==> src/rtl/loader_pkg.sv <==
// ---------------------------------------------------------------------------
// loader_pkg
// Shared types and constants for the instruction-memory loader.
//   loader_state_t  : loader FSM states
//   S_DEFAULT       : default instruction word width in bits
//   BYTES_PER_WORD  : bytes per default-width instruction word
//   LEN_W           : width of the frame length field
//   word_bytes()    : bytes per word for a given word width
// ---------------------------------------------------------------------------
package loader_pkg;

    typedef enum logic [2:0] {
        StIdle,
        StLen0,
        StLen1,
        StData,
        StWrite,
        StChk,
        StDone,
        StErr
    } loader_state_t;

    localparam int unsigned S_DEFAULT = 32;
    localparam int unsigned LEN_W     = 16;

    function automatic int unsigned word_bytes(input int unsigned width);
        return width / 8;
    endfunction

    localparam int unsigned BYTES_PER_WORD = word_bytes(S_DEFAULT);

endpackage

==> src/rtl/byte_packer.sv <==
// ---------------------------------------------------------------------------
// byte_packer
// Assembles a little-endian word from a stream of bytes.
// Ports:
//   clk        : system clock
//   reset      : asynchronous active-high reset (clears index and word)
//   clear      : synchronous restart of the byte index
//   load       : store byte_data at the current byte index
//   byte_data  : incoming byte
//   word       : assembled word register
//   last_byte  : current index is the final byte of the word
// ---------------------------------------------------------------------------
module byte_packer
    import loader_pkg::*;
#(
    parameter int unsigned NBYTES = BYTES_PER_WORD
) (
    input  logic                  clk,
    input  logic                  reset,
    input  logic                  clear,
    input  logic                  load,
    input  logic [7:0]            byte_data,
    output logic [8*NBYTES-1:0]   word,
    output logic                  last_byte
);

    localparam int unsigned IDX_W = (NBYTES > 1) ? $clog2(NBYTES) : 1;
    localparam logic [IDX_W-1:0] LAST_IDX = IDX_W'(NBYTES - 1);

    logic [IDX_W-1:0]      r_idx;
    logic [8*NBYTES-1:0]   r_word;

    always_ff @(posedge clk or posedge reset) begin
        if (reset) begin
            r_idx  <= '0;
            r_word <= '0;
        end else if (clear) begin
            r_idx  <= '0;
        end else if (load) begin
            r_word[8*r_idx +: 8] <= byte_data;
            r_idx                <= (r_idx == LAST_IDX) ? '0 : r_idx + 1'b1;
        end
    end

    assign word      = r_word;
    assign last_byte = (r_idx == LAST_IDX);

endmodule

==> src/rtl/imem_loader.sv <==
// ---------------------------------------------------------------------------
// imem_loader
// Loads a program image into instruction memory from a framed byte stream:
//   len[7:0], len[15:8], len words (little-endian bytes), XOR checksum byte.
// The core is held in reset until a load ends with a matching checksum.
// Ports:
//   clk, reset    : clock, asynchronous active-high reset
//   start         : begin a load from IDLE, DONE or ERR
//   byte_valid    : byte_data is valid
//   byte_data     : stream byte
//   byte_ready    : loader accepts a byte this cycle
//   imem_we       : one-cycle write strobe per word
//   imem_addr     : word address of the write
//   imem_wdata    : word to write
//   core_hold     : 1 holds the processor in reset
//   done          : load completed with good checksum
//   error         : length overflow or bad checksum
//   words_loaded  : words committed in the current or last load
// ---------------------------------------------------------------------------
module imem_loader
    import loader_pkg::*;
#(
    parameter int unsigned s         = S_DEFAULT,
    parameter int unsigned ADDR_W    = 10,
    parameter int unsigned BASE_ADDR = 0
) (
    input  logic              clk,
    input  logic              reset,
    input  logic              start,
    input  logic              byte_valid,
    input  logic [7:0]        byte_data,
    output logic              byte_ready,
    output logic              imem_we,
    output logic [ADDR_W-1:0] imem_addr,
    output logic [s-1:0]      imem_wdata,
    output logic              core_hold,
    output logic              done,
    output logic              error,
    output logic [ADDR_W:0]   words_loaded
);

    localparam int unsigned BYTES = word_bytes(s);

    loader_state_t      r_state;
    loader_state_t      w_state_d;

    logic               r_byte_ready;
    logic               r_we;
    logic [ADDR_W-1:0]  r_addr;
    logic [s-1:0]       r_wdata;
    logic               r_hold;
    logic               r_done;
    logic               r_error;
    logic [ADDR_W:0]    r_words;
    logic [LEN_W-1:0]   r_len;
    logic [7:0]         r_chk;

    logic               w_xfer;
    logic               w_restart;
    logic               w_pack_load;
    logic [s-1:0]       w_word;
    logic [s-1:0]       w_word_merged;
    logic               w_last_byte;
    logic [LEN_W-1:0]   w_len_full;
    logic               w_too_long;
    logic [ADDR_W:0]    w_words_inc;
    logic               w_last_word;
    logic [ADDR_W-1:0]  w_addr;

    assign w_xfer      = byte_valid && r_byte_ready;
    assign w_restart   = start && ((r_state == StIdle) || (r_state == StDone) ||
                                   (r_state == StErr));
    assign w_pack_load = w_xfer && (r_state == StData);

    byte_packer #(
        .NBYTES (BYTES)
    ) u_packer (
        .clk       (clk),
        .reset     (reset),
        .clear     (w_restart),
        .load      (w_pack_load),
        .byte_data (byte_data),
        .word      (w_word),
        .last_byte (w_last_byte)
    );

    // The final byte lands in the packer on the same edge that enters WRITE, so
    // the registered write data is built from the packer word plus that byte.
    always_comb begin
        w_word_merged            = w_word;
        w_word_merged[s-8 +: 8]  = byte_data;
    end

    assign w_len_full  = {byte_data, r_len[7:0]};
    assign w_too_long  = 32'(w_len_full) > (32'd1 << ADDR_W);
    assign w_words_inc = r_words + 1'b1;
    assign w_last_word = (32'(w_words_inc) == 32'(r_len));
    // Address wraps naturally by truncation to ADDR_W bits.
    assign w_addr      = ADDR_W'(BASE_ADDR) + r_words[ADDR_W-1:0];

    always_comb begin
        w_state_d = r_state;
        unique case (r_state)
            StIdle, StDone, StErr: begin
                if (start) w_state_d = StLen0;
            end
            StLen0: begin
                if (w_xfer) w_state_d = StLen1;
            end
            StLen1: begin
                if (w_xfer) begin
                    if (w_too_long)             w_state_d = StErr;
                    else if (w_len_full == '0)  w_state_d = StChk;
                    else                        w_state_d = StData;
                end
            end
            StData: begin
                if (w_xfer && w_last_byte) w_state_d = StWrite;
            end
            StWrite: begin
                w_state_d = w_last_word ? StChk : StData;
            end
            StChk: begin
                if (w_xfer) w_state_d = (byte_data == r_chk) ? StDone : StErr;
            end
            default: w_state_d = StIdle;
        endcase
    end

    always_ff @(posedge clk or posedge reset) begin
        if (reset) begin
            r_state      <= StIdle;
            r_byte_ready <= 1'b0;
            r_we         <= 1'b0;
            r_addr       <= '0;
            r_wdata      <= '0;
            r_hold       <= 1'b1;
            r_done       <= 1'b0;
            r_error      <= 1'b0;
            r_words      <= '0;
            r_len        <= '0;
            r_chk        <= '0;
        end else begin
            r_state      <= w_state_d;
            r_byte_ready <= (w_state_d == StLen0) || (w_state_d == StLen1) ||
                            (w_state_d == StData) || (w_state_d == StChk);
            // WRITE always lasts one cycle, so entering it is the strobe.
            r_we         <= (w_state_d == StWrite);
            if (w_state_d == StWrite) begin
                r_addr  <= w_addr;
                r_wdata <= w_word_merged;
            end

            unique case (r_state)
                StIdle, StDone, StErr: begin
                    if (start) begin
                        r_words <= '0;
                        r_chk   <= '0;
                        r_done  <= 1'b0;
                        r_error <= 1'b0;
                        r_hold  <= 1'b1;
                    end
                end
                StLen0: begin
                    if (w_xfer) r_len[7:0] <= byte_data;
                end
                StLen1: begin
                    if (w_xfer) begin
                        r_len[15:8] <= byte_data;
                        if (w_too_long) r_error <= 1'b1;
                    end
                end
                StData: begin
                    if (w_xfer) r_chk <= r_chk ^ byte_data;
                end
                StWrite: begin
                    r_words <= w_words_inc;
                end
                StChk: begin
                    if (w_xfer) begin
                        if (byte_data == r_chk) begin
                            r_done <= 1'b1;
                            r_hold <= 1'b0;
                        end else begin
                            r_error <= 1'b1;
                        end
                    end
                end
                default: ;
            endcase
        end
    end

    assign byte_ready   = r_byte_ready;
    assign imem_we      = r_we;
    assign imem_addr    = r_addr;
    assign imem_wdata   = r_wdata;
    assign core_hold    = r_hold;
    assign done         = r_done;
    assign error        = r_error;
    assign words_loaded = r_words;

endmodule

==> config.mk <==
export PLATFORM = sky130hd
export DESIGN_NAME = imem_loader
export DESIGN_NICKNAME = d
export VERILOG_FILES = /design/src/rtl/loader_pkg.sv /design/src/rtl/byte_packer.sv /design/src/rtl/imem_loader.sv
export SDC_FILE = /design/constraint.sdc
export NUM_CORES = 1
export LEC_CHECK = 0
export CAP_MARGIN = 20
export CORE_MARGIN = 1
export CORE_UTILIZATION = 50
export CTS_CLUSTER_DIAMETER = 150
export CTS_CLUSTER_SIZE = 25
export DETAILED_ROUTE_END_ITERATION = 16
export PLACE_DENSITY = 0.73
export SYNTH_ARGS = -nofsm -noshare
export SYNTH_HDL_FRONTEND = slang
export SYNTH_SLANG_ARGS = --single-unit
==> constraint.sdc <==
create_clock -name clk -period 4.6 [get_ports clk]
set_clock_uncertainty 0.15 [all_clocks]
set_input_delay 0.92 -clock clk [delete_from_list [all_inputs] [get_ports clk]]
set_output_delay 0.92 -clock clk [all_outputs]
set_load 0.01 [all_outputs]
Yosys cells after proc, flatten, opt, wreduce, memory -nomap -nowiden
Cells that the tools add are included.

Register bits after elaboration: 119. Logic and storage cells: 100.

Reduce and logical (&&, ||, !) cells: 24. Mux-type cells: 32. Bitwise gates (word level): 2. Add/subtract/negate cells: 3. Eq/ne operators: 22. Magnitude comparators: 1. Shift operators: 2.

Operators by type and width (number): 5-bit negator with 34-bit output (1); 8-bit by 34-bit variable shift with 32-bit output, first input constant (1); 8-bit by 34-bit indexed part select with 32-bit output (1); 32-bit bitwise mux (1); 3-bit 2-to-1 mux (8); 11-bit case mux with 2 select lines (1); 3-bit equality test, second input constant (6); 3-bit case mux with 6 select lines (1); 11-bit by 16-bit equality test with 1-bit output (1); 16-bit by 11-bit > comparator with 1-bit output, second input constant (1); 16-bit zero test (1); 8-bit 2-to-1 mux (2); 8-bit case mux with 2 select lines (1); 2-bit != test, second input constant (7); 3-bit by 2-bit equality test with 1-bit output, second input constant (4); 11-bit by 1-bit adder with 11-bit output, second input constant (1); 1-bit 2-to-1 mux (11); 11-bit 2-to-1 mux (1); 8-bit equality test (1); 2-bit AND reduction (4); 2-bit nonzero test (4); 8-bit XOR (1); 3-bit by 1-bit equality test with 1-bit output, second input constant (2); 2-bit 2-to-1 mux (3); other kinds (13) (21).

Logic depth before layout (Yosys ltp)
Depth in word-level cells: 9. Mapped depth: 8. Depth with buffers taken out: 7.

Hierarchy
From an unflattened synthesis, not the netlist that was laid out.

Cell total of the unflattened synthesis: 496. Area, all modules: 5704.2 um2.

Modules (own cells, without submodules): imem_loader (cells each 358, instances 1, area an instance 3988.8 um2); byte_packer (cells each 138, instances 1, area an instance 1715.4 um2).

Least setup slack after synthesis
No wires, ideal clock.

Kind: input port to flip-flop. Start point: input port byte_data[4]. End point: register r_byte_ready (netlist: byte_ready). Data required time: 4.325 ns. Library setup time: 0.125 ns. Stages: 7. Setup slack: 1.673 ns. Data arrival time: 2.653 ns. Path through: buf_6 > nor2b_4 > or4_1 > or4_4 > o21ai_1 > a21oi_1 > mux2_2.

Elaborated cells between the ends (all ways): 16.

RTL lines: start: declaration (line imem_loader.sv:31) `input logic [7:0] byte_data,`; 16-bit by 11-bit > comparator with 1-bit output / 8-bit equality test (equally long branches) (line imem_loader.sv:95, imem_loader.sv:124); 3-bit 2-to-1 mux / 1-bit 2-to-1 mux (equally long branches) (line imem_loader.sv:112, imem_loader.sv:124); 3-bit 2-to-1 mux, on equally long branches (line imem_loader.sv:111, imem_loader.sv:124); 3-bit case mux with 6 select lines * (line imem_loader.sv:103) `unique case (r_state)`; via w_state_d[0] (line imem_loader.sv:45) `loader_state_t w_state_d;`; 3-bit by 1-bit equality test with 1-bit output / 3-bit by 2-bit equality test with 1-bit output (equally long branches) (line imem_loader.sv:145) `r_byte_ready <= (w_state_d == StLen0) || (w_state_d == StLen1) ||`; 1-bit logical OR (2 in a row) (line imem_loader.sv:145); 1-bit logical OR * (line imem_loader.sv:146) `(w_state_d == StData) || (w_state_d == StChk);`; end signal: assignment (line imem_loader.sv:145); end: declaration (line imem_loader.sv:47) `logic r_byte_ready;`.

Mark *: on every way through the listed nets, which the timed path passes. The rest lies on a longest branch. A chain may end at the register's enable or synchronous reset.

Final worst setup path
Start point: input port byte_data[3]. End point: register r_error (netlist: error).

Cells in the longest elaborated chain, start to end: 3. Elaborated cells between the ends (all ways): 5.

Ends and longest elaborated chain: 16-bit by 11-bit > comparator with 1-bit output / 8-bit equality test (equally long branches) (line imem_loader.sv:95, imem_loader.sv:181); 2-bit != test (no source line); 6-bit AND reduction (no source line) *; end signal: assignment (line imem_loader.sv:139) `r_error <= 1'b0;`; end signal: assignment (line imem_loader.sv:160) `r_error <= 1'b0;`; end signal: assignment (line imem_loader.sv:170) `if (w_too_long) r_error <= 1'b1;`; end: declaration (line imem_loader.sv:53) `logic r_error;`.

Mark *: on every way between the ends. The rest lies on a longest branch, timed or not.

==> metrics.yaml <==
timing:
  maxSlewViolCount: 0
  max_slew_margin: 0.285
  setup_viol: 0
  period_needed_ns: 3.21
  worstMarginPinSlew_ns: 1.07
  fmaxAchievable_mhz: 312
  fin_crit_sh: 0.697
  rsz0062_at_grt: "false"
  final_hold_viol_count: 0
  fin_tns_setup_ns: 0
power:
  power.density_mw_per_mm2: 504
  p_comb_frac: 0.334
  p_int_w: 0.00197
  p_clk_frac: 0.186
  p_sw_w: 0.00108
  seqPwrFrac: 0.480
  p_sw_frac: 0.355
  irDropWorstVdd_v: 0.000244
  p_leak_nw: 2.64
cts:
  cts.sink_count: 111
  cts.htree.levels: 3
  hold_buffers: 0
  root_buffer: "clkbuf_8"
  cts-buffers-inserted: 9
  clock_path_buffers: 2
  clock_latency_ns: 0.37
  clk_pin_slew_worst_paths_ns: 0.11
  post_cts_buffers: 0
  cts_tree: "yes"
  cts_resized: 0
worst_setup_path:
  r2r-end: "r_state[1]"
  worst-path-buf-inv: 1
  worstPathArrival_ns: 3.33
  critical-path-slowest-cell: "clkdlybuf4s50_1"
  startpoint_type: "primary input"
  reg2reg_from: "words_loaded[0]"
  critPathMaxFanout: 9
  reg2reg_setup_slack_ns: 1.90
  path_class: "in2reg"
  path_cells: "clkdlybuf4s50_1, nor2b_1, or4_1, or4_4, nor3_2, nor2b_1, o21a_1"
  cp_data_required_time_ns: 4.72
  startpoint: "byte_data[3]"
  crit_family: "simple AND/OR/NAND/NOR gates"
  cp-end-kind: "flop"
  cpMostUsedCell: "nor2b_1"
  max_stage_delay_ns: 0.60
  reg2regPathDepth: 7
route:
  drc: 0
  wl_per_cell_um: 16.4
  antenna_left: 0
  drt-initial-drc-count: 140
  drtPass1Iterations: 5
  num_vias: 3667
  totalWireLength_um: 11100
  via_per_inst: 5.44
die:
  num_io_pins: 70
  rows: 36
  die_w_um: 103
  die_area_sq_mm: 0.0105
  coreArea_sq_mm: 0.00982
  start_util: 0.516
  die_y_um: 103
synthesis:
  yosys-top-cells-area: "dfrtp_1 (54%), mux2_2 (13%), nand2_1 (5.9%)"
  synth_top_area_frac: 0.543
  ys_seq_area_frac: 0.549
  synth_seq_cells: 111
  synth_fp_nets: 491
  yosys-top-cells-count: "dfrtp_1 (110), nand2_1 (80), mux2_2 (59)"
  synth_cell_type_count: 45
  synth_edf_count: 0
  yosysMostFrequentCell: "dfrtp_1"
  async_flop_share: 1.00
  netlist_area_sq_mm: 0.00507
  syn_area_per_cell_sq_um: 10.7
  yosysWarnings: 0
  yosys_most_used_dff: "dfrtp_1"
  synth_top_area_cell: "dfrtp_1"
  synthCells: 473
final_layout:
  final_core_util: 0.617
  nNetsFinal: 554
  multi_input_area_sq_mm: 0.00218
  drive_above_1_share: 0.165
  fill_cells: 820
  diodes: 0
  seqCellArea_sq_mm: 0.00278
  synthToLayoutAreaGrowth_pct: 19.6
global_routing:
  grtUsageTotal: 0.224
  grt_max_degree: 64
  grt_pass1_vias: 3496
  grt_pass1_wl_um: 17800
  antenna_found_initial: 0
  grt.overflow.total: 0
run:
  maxCapViolations: 0
worst_hold_path:
  min_path_cells: 2
  hp-start: "u_packer.word[7]"
  hold_path_end: "u_packer.word[7]"
  min_path_type: "reg2reg"
placement:
  io_buffer_count: 69
  place.gp.congestion: 0.835
  dp_hpwl_um: 7880
status:
  status: "complete, no violations"
## layout by cell type (no fill, tap or decap), drive strengths merged, types with 2 or more instances in the layout
cell type,count
nor4,4
xor2,10
buf,6
a21oi,17
nor3b,4
mux2,59
a21o,2
and2,3
inv,9
clkbuf,10
or2,2
or4,5
nand3,5
dfrtp,110
xnor2,10
nor3,6
o31ai,4
nor2,27
o21a,2
and3,3
nor2b,19
clkdlybuf4s50,69
ha,6
nand2,80
o21ai,53
## cells by family after synthesis
kind of cell / share of synthesized area
AND/OR/NAND/NOR: 0.153
flip-flops: 0.549
AO/OA/AOI/OAI: 0.0958
multiplexers: 0.131
buffers and inverters: 0.0225
XOR/XNOR: 0.0346
adder cells (fa/ha/maj): 0.0148
## tightest hold or removal path: stages, from the launching register on
cell and delay, ns:
dfrtp_1 0.35, nand2_1 0.04, o21ai_0 0.06
## worst max path at each step
stage	to	depth (start not counted)
floorplan	byte_ready	1
global placement	error	7
detailed placement	error	7
CTS	error	7
global route	byte_ready	7
finish	error	7
## routing by layer
| metal | track usage | vias up | routed length [um] |
|---|---|---|---|
| met5 | 0 | - | 0 |
| met2 | 0.352 | 97 | 5220 |
| met3 | 0.0298 | 9 | 478 |
| li1 | - | 1754 | - |
| met1 | 0.322 | 1807 | 5220 |
| met4 | 0.0736 | 0 | 137 |
## power by group through the flow
stage	registers, W	clock network (W)	logic, W
after floorplan	0.00145	0	0.000657
after global placement	0.00147	0	0.000974
after detailed placement	0.00149	0	0.00102
after CTS	0.00147	0.000579	0.00102
after global routing	0.00150	0.000619	0.00113
final	0.00147	0.000567	0.00102
## area by class of cell
type	count	area share
well taps	133	0.0275
repair buffers	75	0.121
flip-flops and latches	111	0.459
inverters	4	0.00289
clock buffers	10	0.0211
multi-input cells	335	0.360
clock inverters	6	0.00950
## per-stage QoR
step                      power (W)  instance area (sq um)  setup WS (ns)  hold WS (ns)  instances
after detailed placement    0.00250                   5870           1.01         0.318        657
after global routing        0.00324                   6060           1.31         0.350        674
final                       0.00305                   6060           1.39         0.337        674
after CTS                   0.00307                   6050           1.41         0.342        673
after global placement      0.00245                   5860           1.07         0.307        656
after floorplan             0.00210                   5070          0.601         0.294        473
## flip-flops by register name, summed over array words and instances (netlist names), 2 cells and up
register and cells:
imem_wdata 32, u_packer.word 24, r_len 16, words_loaded 11
imem_addr 10, r_chk 8, r_state 3, u_packer.r_idx 2
No activity file was read; power rests on OpenSTA's default activity.
